<file path="config.mk">
export PLATFORM = sky130hd
export DESIGN_NAME = dbus_io_responder
export DESIGN_NICKNAME = d
export VERILOG_FILES = /design/src/rtl/dbus_io_responder.sv
export SDC_FILE = /design/constraint.sdc
export NUM_CORES = 1
export LEC_CHECK = 0
export CORE_UTILIZATION = 45
export DETAILED_ROUTE_END_ITERATION = 7
export GPL_ROUTABILITY_DRIVEN = 0
export PLACE_DENSITY = 0.66
export SKIP_LAST_GASP = 1
export SLEW_MARGIN = 20
export SYNTH_ARGS = -nofsm -noshare
export SYNTH_HDL_FRONTEND = slang
export SYNTH_SLANG_ARGS = --single-unit
</file>
<file path="constraint.sdc">
create_clock -name clk -period 10 [get_ports clk]
set_clock_uncertainty 0.15 [all_clocks]
set_input_delay 2 -clock clk [delete_from_list [all_inputs] [get_ports clk]]
set_output_delay 2 -clock clk [all_outputs]
set_load 0.02 [all_outputs]
</file>
<file path="src/rtl/dbus_io_responder.sv">
// VexRiscv dBus target for board I/O and a machine timer; read responses come one cycle after accept.
// Never applies backpressure: cmd_ready is held high from the first clock edge after reset.
module dbus_io_responder #(
    parameter logic [31:0] BASE_ADDR = 32'hF000_0000,
    parameter int unsigned PRESCALE  = 1
) (
    input  logic        clk,
    input  logic        reset,
    input  logic        dBus_cmd_valid,
    output logic        dBus_cmd_ready,
    input  logic        dBus_cmd_payload_wr,
    input  logic [31:0] dBus_cmd_payload_address,
    input  logic [31:0] dBus_cmd_payload_data,
    input  logic [1:0]  dBus_cmd_payload_size,
    output logic        dBus_rsp_ready,
    output logic        dBus_rsp_error,
    output logic [31:0] dBus_rsp_data,
    input  logic [3:0]  sw,
    input  logic [3:0]  btn,
    output logic [3:0]  led,
    output logic [2:0]  rgb0,
    output logic [2:0]  rgb1,
    output logic        timerInterrupt
);

    localparam int unsigned PW = (PRESCALE > 1) ? $clog2(PRESCALE) : 1;

    localparam logic [3:0] OFF_LED    = 4'h0;
    localparam logic [3:0] OFF_RGB    = 4'h1;
    localparam logic [3:0] OFF_INPUT  = 4'h2;
    localparam logic [3:0] OFF_MT_LO  = 4'h4;
    localparam logic [3:0] OFF_MT_HI  = 4'h5;
    localparam logic [3:0] OFF_CMP_LO = 4'h6;
    localparam logic [3:0] OFF_CMP_HI = 4'h7;

    logic        cmd_ready_q;
    logic        rsp_vld_q, rsp_vld_d;
    logic        rsp_err_q, rsp_err_d;
    logic [31:0] rsp_dat_q, rsp_dat_d;
    logic [3:0]  led_q, led_d;
    logic [2:0]  rgb0_q, rgb0_d;
    logic [2:0]  rgb1_q, rgb1_d;
    logic [63:0] mtime_q, mtime_d;
    logic [63:0] mtimecmp_q, mtimecmp_d;
    logic [PW-1:0] presc_q, presc_d;
    logic        irq_q;
    logic [7:0]  sync1_q, sync2_q;

    logic        accept;
    logic        hit;
    logic [3:0]  off;
    logic [3:0]  be;
    logic        mapped;
    logic [31:0] rd_word;
    logic [31:0] wr_word;
    logic        wr_en;
    logic        rd_en;
    logic        tick;

    assign accept = dBus_cmd_valid && cmd_ready_q;
    assign hit    = (dBus_cmd_payload_address[31:6] == BASE_ADDR[31:6]);
    assign off    = dBus_cmd_payload_address[5:2];
    assign wr_en  = accept && dBus_cmd_payload_wr && hit;
    assign rd_en  = accept && !dBus_cmd_payload_wr;
    assign tick   = (presc_q == PW'(PRESCALE - 1));

    function automatic logic [31:0] lane_merge(input logic [31:0] old_w,
                                               input logic [31:0] new_w,
                                               input logic [3:0]  lanes);
        logic [31:0] r;
        r = old_w;
        for (int l = 0; l < 4; l++) begin
            if (lanes[l]) begin
                r[l*8 +: 8] = new_w[l*8 +: 8];
            end
        end
        return r;
    endfunction

    always_comb begin
        case (dBus_cmd_payload_size)
            2'd0:    be = 4'b0001 << dBus_cmd_payload_address[1:0];
            2'd1:    be = dBus_cmd_payload_address[1] ? 4'b1100 : 4'b0011;
            default: be = 4'b1111;
        endcase
    end

    // One mux serves both the read path and the old value for lane merging.
    always_comb begin
        rd_word = 32'd0;
        mapped  = 1'b1;
        case (off)
            OFF_LED:    rd_word = {28'd0, led_q};
            OFF_RGB:    rd_word = {25'd0, rgb1_q, 1'b0, rgb0_q};
            OFF_INPUT:  rd_word = {24'd0, sync2_q};
            OFF_MT_LO:  rd_word = mtime_q[31:0];
            OFF_MT_HI:  rd_word = mtime_q[63:32];
            OFF_CMP_LO: rd_word = mtimecmp_q[31:0];
            OFF_CMP_HI: rd_word = mtimecmp_q[63:32];
            default:    mapped  = 1'b0;
        endcase
        wr_word = lane_merge(rd_word, dBus_cmd_payload_data, be);
    end

    always_comb begin
        led_d      = led_q;
        rgb0_d     = rgb0_q;
        rgb1_d     = rgb1_q;
        mtimecmp_d = mtimecmp_q;
        if (wr_en) begin
            case (off)
                OFF_LED:    led_d = wr_word[3:0];
                OFF_RGB: begin
                    rgb0_d = wr_word[2:0];
                    rgb1_d = wr_word[6:4];
                end
                OFF_CMP_LO: mtimecmp_d[31:0]  = wr_word;
                OFF_CMP_HI: mtimecmp_d[63:32] = wr_word;
                default:    ;
            endcase
        end
    end

    // A software write to either mtime half overrides that cycle's increment entirely.
    always_comb begin
        presc_d = tick ? '0 : presc_q + PW'(1);
        mtime_d = tick ? mtime_q + 64'd1 : mtime_q;
        if (wr_en && off == OFF_MT_LO) begin
            mtime_d = {mtime_q[63:32], wr_word};
        end else if (wr_en && off == OFF_MT_HI) begin
            mtime_d = {wr_word, mtime_q[31:0]};
        end
    end

    always_comb begin
        rsp_vld_d = rd_en;
        rsp_err_d = rd_en && !(hit && mapped);
        rsp_dat_d = (rd_en && hit && mapped) ? rd_word : 32'd0;
    end

    always_ff @(posedge clk or posedge reset) begin
        if (reset) begin
            cmd_ready_q <= 1'b0;
            rsp_vld_q   <= 1'b0;
            rsp_err_q   <= 1'b0;
            rsp_dat_q   <= 32'd0;
            led_q       <= 4'd0;
            rgb0_q      <= 3'd0;
            rgb1_q      <= 3'd0;
            mtime_q     <= 64'd0;
            mtimecmp_q  <= 64'hFFFF_FFFF_FFFF_FFFF;
            presc_q     <= '0;
            irq_q       <= 1'b0;
            sync1_q     <= 8'd0;
            sync2_q     <= 8'd0;
        end else begin
            cmd_ready_q <= 1'b1;
            rsp_vld_q   <= rsp_vld_d;
            rsp_err_q   <= rsp_err_d;
            rsp_dat_q   <= rsp_dat_d;
            led_q       <= led_d;
            rgb0_q      <= rgb0_d;
            rgb1_q      <= rgb1_d;
            mtime_q     <= mtime_d;
            mtimecmp_q  <= mtimecmp_d;
            presc_q     <= presc_d;
            irq_q       <= (mtime_d >= mtimecmp_d);
            sync1_q     <= {btn, sw};
            sync2_q     <= sync1_q;
        end
    end

    assign dBus_cmd_ready = cmd_ready_q;
    assign dBus_rsp_ready = rsp_vld_q;
    assign dBus_rsp_error = rsp_err_q;
    assign dBus_rsp_data  = rsp_dat_q;
    assign led            = led_q;
    assign rgb0           = rgb0_q;
    assign rgb1           = rgb1_q;
    assign timerInterrupt = irq_q;

endmodule

</file>
# After elaboration in Yosys (flattened, before gate mapping)
# Cells that the tools add are included.
# Widths: inputs -> output; s select.
[totals]
in_bits = 78
output_inout_bits = 46
word_cells = 58
ff_bits = 191
[op_classes]
n_reduce_logical = 17
eq_ne = 8
order_cmp = 1
shift = 1
n_addsub = 2
mux = 16
[ops]
columns = ["op", "n"]
rows = [
  ["$mux 64", 4],
  ["$pmux 32 s7", 1],
  ["$mux 32", 3],
  ["$add 64x1->64 const B", 1],
  ["$ge 64x64->1", 1],
  ["$mux 8", 4],
  ["$eq 26x26->1 const B", 1],
  ["$eq 4x3->1 const B", 4],
  ["$logic_and 1x1->1", 10],
  ["$pmux 4 s2", 1],
  ["$reduce_or 7->1", 1],
  ["$eq 4x1->1 const B", 1],
  ["$eq 4x2->1 const B", 1],
  ["$logic_not 4->1", 1],
  ["$mux 4", 1],
  ["$reduce_and 2->1", 2],
  ["$shl 1x2->4 const A", 1],
  ["$eq 2x1->1 const B", 1],
  ["$logic_not 1->1", 2],
  ["$logic_not 2->1", 1],
  ["$mux 1", 2],
  ["$add 1x1->1 const B", 1],
]

# Longest topological paths before layout
[depth]
depth_word = 7
ltp_mapped = 18
depth_no_buf = 14

# Least setup slack after synthesis
# No wires, ideal clock.
[synth_path]
kind = "in2reg"
startpoint = "input dBus_cmd_payload_address[18]"
endpoint = "register irq_q (netlist: timerInterrupt)"
path_stages = 15
n_path_buf = 2
t_arrival_ns = 5.010
slack_ns = 4.699
setup_time_ns = 0.141
required_time_ns = 9.709
path_cell_list = "nor4_1 nand3_1 or3_1 buf_2 buf_2 o211ai_1 o41ai_1 a211o_1 ha_1 a21oi_1 o21ai_0 a221oi_1 nand2_1 a2111oi_0 a211oi_1"
[synth_via]
elab_chain_cells = 6
word_cells_on_any_way = 8
cone_classes = "order compare (1); eq/ne (1); mux (3); reduce/logical (3)"
[synth_lines]
columns = ["element", "line", "text"]
rows = [
  ["from (decl)", "12", "input logic [31:0] dBus_cmd_payload_address,"],
  ["$eq 26x26->1 (*)", "61", "assign hit = (dBus_cmd_payload_address[31:6] == BASE_ADDR[31:6]);"],
  ["$logic_and 1x1->1 (*)", "63", "assign wr_en = accept && dBus_cmd_payload_wr && hit;"],
  ["$logic_and 1x1->1", "130", "end else if (wr_en && off == OFF_MT_HI) begin"],
  ["$mux 64", "130", ""],
  ["$mux 64 (*)", "128", "if (wr_en && off == OFF_MT_LO) begin"],
  ["named net mtime_d[57]", "43", "logic [63:0] mtime_q, mtime_d;"],
  ["$ge 64x64->1 (*)", "167", "irq_q <= (mtime_d >= mtimecmp_d);"],
  ["to (signal assigned)", "167", ""],
  ["to (decl)", "46", "logic irq_q;"],
]
# The timed path passes the listed nets; every way through them passes the cells marked *.
# A chain may end at the register's enable or synchronous reset.

# Final worst setup path
[layout_path]
startpoint = "input dBus_cmd_payload_address[4]"
endpoint = "register irq_q (netlist: timerInterrupt)"
[layout_via]
word_cells_on_any_way = 20
cone_classes = "order compare (1); eq/ne (6); mux (10); reduce/logical (3)"
[layout_rtl]
columns = ["element", "line", "text"]
rows = [
  ["$eq 4x3->1, or another cell as far along", "92", "case (off)"],
  ["$pmux 32 s7 or $logic_and 1x1->1 (tied branches)", "92, 130", ""],
  ["$mux 8 or $mux 64 (tied branches)", "73, 130", ""],
  ["$mux 64 (*)", "128", ""],
  ["named net mtime_d[9]", "43", ""],
  ["$ge 64x64->1 (*)", "167", ""],
]
# Marks and branches as above.

==> results by group <==
Outcome
  • Status: completed

Synth
  • Primary FF master, synth: dfrtp_1
  • EDFF count, synth: 0
  • Post-synthesis cell count: 1227
  • Synthesized area per cell: 9.732 um^2
  • Net Count, Synth: approximately 1400
  • Cell Area, Synth: 11940 um^2
  • Seq/Total Area, Yosys: 0.4049
  • Asr flop ratio synth: 1.000
  • Syn. warnings: 0
  • #FFs+latches synth: 190
  • Post-synth cell types: 78

Detailed routing
  • Routed wire length: 35920 um
  • Vias per Instance: 6.163
  • 1st-iter DRT viols: 1003
  • Drt wl/cell: 21.65 um
  • Via count: roughly 10000
  • Residual DRC: 0
  • Final antenna-violating net count: 0
  • Drt pass-1 iters: 5

Worst hold path
  • Hold Path Class: flip-flop to flip-flop
  • Hold path depth: 0

Critical path
  • WP buf/inv: 2
  • Levels on crit path: 15
  • Startpoint types: input port
  • Kind of end point of the critical path: flip-flop
  • FF-to-FF path depth: 12
  • Largest stage delay, worst path: 1.00 ns
  • Kind of critical path: input port to flip-flop
  • Crit-path max FO: 71
  • Slowest cell on crit path: nor2b_2
  • Worst path required time: 10.15 ns
  • Delay-heaviest family, CP: simple AND/OR/NAND/NOR gates
  • CP arrival: roughly 7.4 ns
  • Crit-path cells: clkdlybuf4s50_1, nor2b_2, nand3_1, nor3_4, buf_4, nor3_1, xnor2_1, mux2i_1, ha_1, a21o_1, a21o_1, a211oi_1, nand3_1, a2111oi_0, a211oi_1

Cells and area
  • Layout fillers: 2275
  • Ant diodes: 0
  • NumNets Final: ~1500
  • Most common cell after layout, fill and taps aside: nand2_1
  • Post-layout util: 0.5372
  • Most frequent cells in the layout: nand2_1 (136), dfrtp_1 (126), clkdlybuf4s50_1 (121), o21ai_0 (100), nor2_1 (70)
  • Design Area, Final: approximately 14000 um^2
  • Share of cells above drive strength 1: 0.1382
  • Area growth, synth to finish: 17.23%
  • Multi-input gate area: 6716 um^2
  • FF/Latch Area: 4835 um^2

GRT
  • Antenna violations before repair: 0
  • Largest net degree at the start of global routing: 118
  • Grt ovf: 0
  • Global-route wire length before repair: 55750 um
  • Vias in the first global route: 9678
  • Total track usage: 0.2729

STA
  • RSZ-0062 raised after global routing: no
  • Slew of the pin with the lowest slew margin: 1.104 ns
  • Peak Freq: 138.1 MHz
  • Max Slew Vio Count: 0
  • Setup_tns: 0 ns
  • Max_slew headroom: 0.2607
  • Minimum clock period: 7.244 ns
  • Final hold vios: 0
  • Final period util: 0.7244
  • Final setup violation count: 0

Placement
  • Post-DP HPWL: approximately 26000 um
  • PortBufs: roughly 120
  • DP Area: 13390 um^2

Power and ir drop
  • Worst vdd ir: between 0.0001 and 0.00015 V
  • Cell-internal power: 0.001184 W
  • P_leak: 5.472 nW
  • Sequential Power Share: 0.483
  • Clock power frac: 0.436
  • Switching share of power: 0.2612
  • Final Total Pwr: roughly 0.0016 W
  • Switching Power: 0.0004188 W
  • Cell Pwr Density: 114.5 nW/um^2
  • Combinational Power Share: 0.081

Floorplanning
  • Io pins: between 100 and 150
  • Core area: 26060 um^2
  • Chip Height: ~160 um
  • Site Rows: 59
  • Chip width: 164.9 um
  • Die area: 27190 um^2
  • Initial core utilization: 0.4583

Run
  • Max-cap viol count: 0

CTS
  • Post-cts sizing count: 0
  • Post-CTS setup buffer count: 0
  • Clock Latency Late Sink: ~0.45 ns
  • Clock Sinks: between 150 and 200
  • Hold buffer count at CTS: 0
  • CTS root buffer: clkbuf_16
  • CTS max path bufs: 2
  • Num CTS Buffers: 17
  • Clock transition at path regs: 0.08 ns
  • H-Tree Depth: 4
  • CTS tree: built
## cells in the mapped netlist, types with 4 or more instances
library cell  count  area share
and2_1           17      0.0089
a21oi_1          67       0.028
nand2_1         137       0.043
nor4_1           19       0.010
buf_2            36       0.015
nand2b_1          5      0.0026
and4_1            5      0.0037
nor2b_1           5      0.0026
nor3_1           30       0.013
and2_0            4      0.0021
mux4_2           28       0.053
or4_1             7      0.0044
and3_1           25       0.013
ha_1             65       0.068
clkbuf_1         33       0.010
a211oi_1          5      0.0031
o21a_1           66       0.041
nand3_1          31       0.013
o21ai_1          22      0.0092
dfstp_2          64        0.14
a31oi_1           5      0.0026
a221oi_1          8      0.0059
nand4_1          33       0.017
nor2_1           70       0.022
nor4b_1           4      0.0029
mux2i_1          42       0.035
a21o_1           15      0.0094
a22oi_1           6      0.0038
dfrtp_1         126        0.26
xnor2_1          19       0.014
o21ai_0         100       0.042
or3_1             6      0.0031
o311a_1           8      0.0067
nor4_4            5      0.0089
mux2_2            7      0.0066
inv_1            23      0.0072
o31ai_1           5      0.0031
o211ai_1          5      0.0031
## stage by stage
step | hold slack [ns] | std cells | setup slack [ns]
2_1_floorplan | 0.1812 | 1227 | 2.785
5_1_grt | 0.2070 | 1659 | 2.458
4_1_cts | 0.2036 | 1658 | 2.678
3_3_place_gp | 0.1819 | 1627 | 2.457
3_5_place_dp | 0.1855 | 1627 | 2.212
6_report | 0.2032 | 1659 | 2.756
## cells by family after synthesis
| kind of cell | Yosys count | synth area share |
|---|---|---|
| compound gates | 346 | 0.1855 |
| xor+xnor | 22 | 0.01614 |
| fa+ha+maj | 65 | 0.06811 |
| buf+inv | 96 | 0.03458 |
| flops | 190 | 0.4049 |
| mux | 77 | 0.09461 |
| other cells | 1 | 0.0003140 |
| simple gates | 430 | 0.1959 |
## power groups by stage
stage	registers (W)	logic [W]	clock network, W
after global routing	0.000775	0.000140	0.000735
after detailed placement	0.000788	0.000130	0
final	0.000774	0.000130	0.000699
after global placement	0.000788	0.000129	0
after floorplan	0.000788	0.0000653	0
after CTS	0.000774	0.000130	0.000705
## area by class of cell
cell class,instances,share of cell area
multi-input combinational,941,0.4798
tap,335,0.02994
clock buffer,18,0.03137
inverter,24,0.006972
sequential,190,0.3454
clock inverter,13,0.01073
timing repair buffer,138,0.09582
## routing by layer
layer / global-route usage / up-vias / routed length (um)
met5: 0 / - / 0
met4: 0.08007 / 0 / 780
met3: 0.06278 / 53 / 3384
met2: 0.3913 / 471 / 15090
met1: 0.4059 / 4931 / 16670
li1: - / 4769 / -
## worst reg2reg max path, cell delays in order, from the launching register on
cell and delay (ns):
dfrtp_1 0.36, and3_1 0.27, nor4b_2 0.42, nand3_2 0.88, buf_4 0.65, mux2_2 0.32
inv_2 0.04, ha_1 0.29, nand4_1 0.14, or4_1 0.56, nor3_1 0.20, a2111oi_0 0.12
a211oi_1 0.28
## path summary, 6_finish.rpt
check | start | end | slack (ns)
setup / recovery | dBus_cmd_payload_address[4] | timerInterrupt | 2.76
hold / removal | sync1_q[4] | sync2_q[4] | 0.20
setup reg to reg | dBus_cmd_ready | timerInterrupt | 5.20
hold reg to reg | sync1_q[4] | sync2_q[4] | 0.20
max in group asynchronous | reset | mtime_q[51] | 6.34
min in group asynchronous | reset | sync1_q[5] | 1.89
## sequential cells by signal, indices dropped and copies added (netlist names), 3 cells and up
signal / count
sync2_q: 8
rgb0: 3
rgb1: 3
led: 4
sync1_q: 8
mtime_q: 64
dBus_rsp_data: 32
mtimecmp_q: 64
Note: power is estimated with default switching activity, not from simulation.
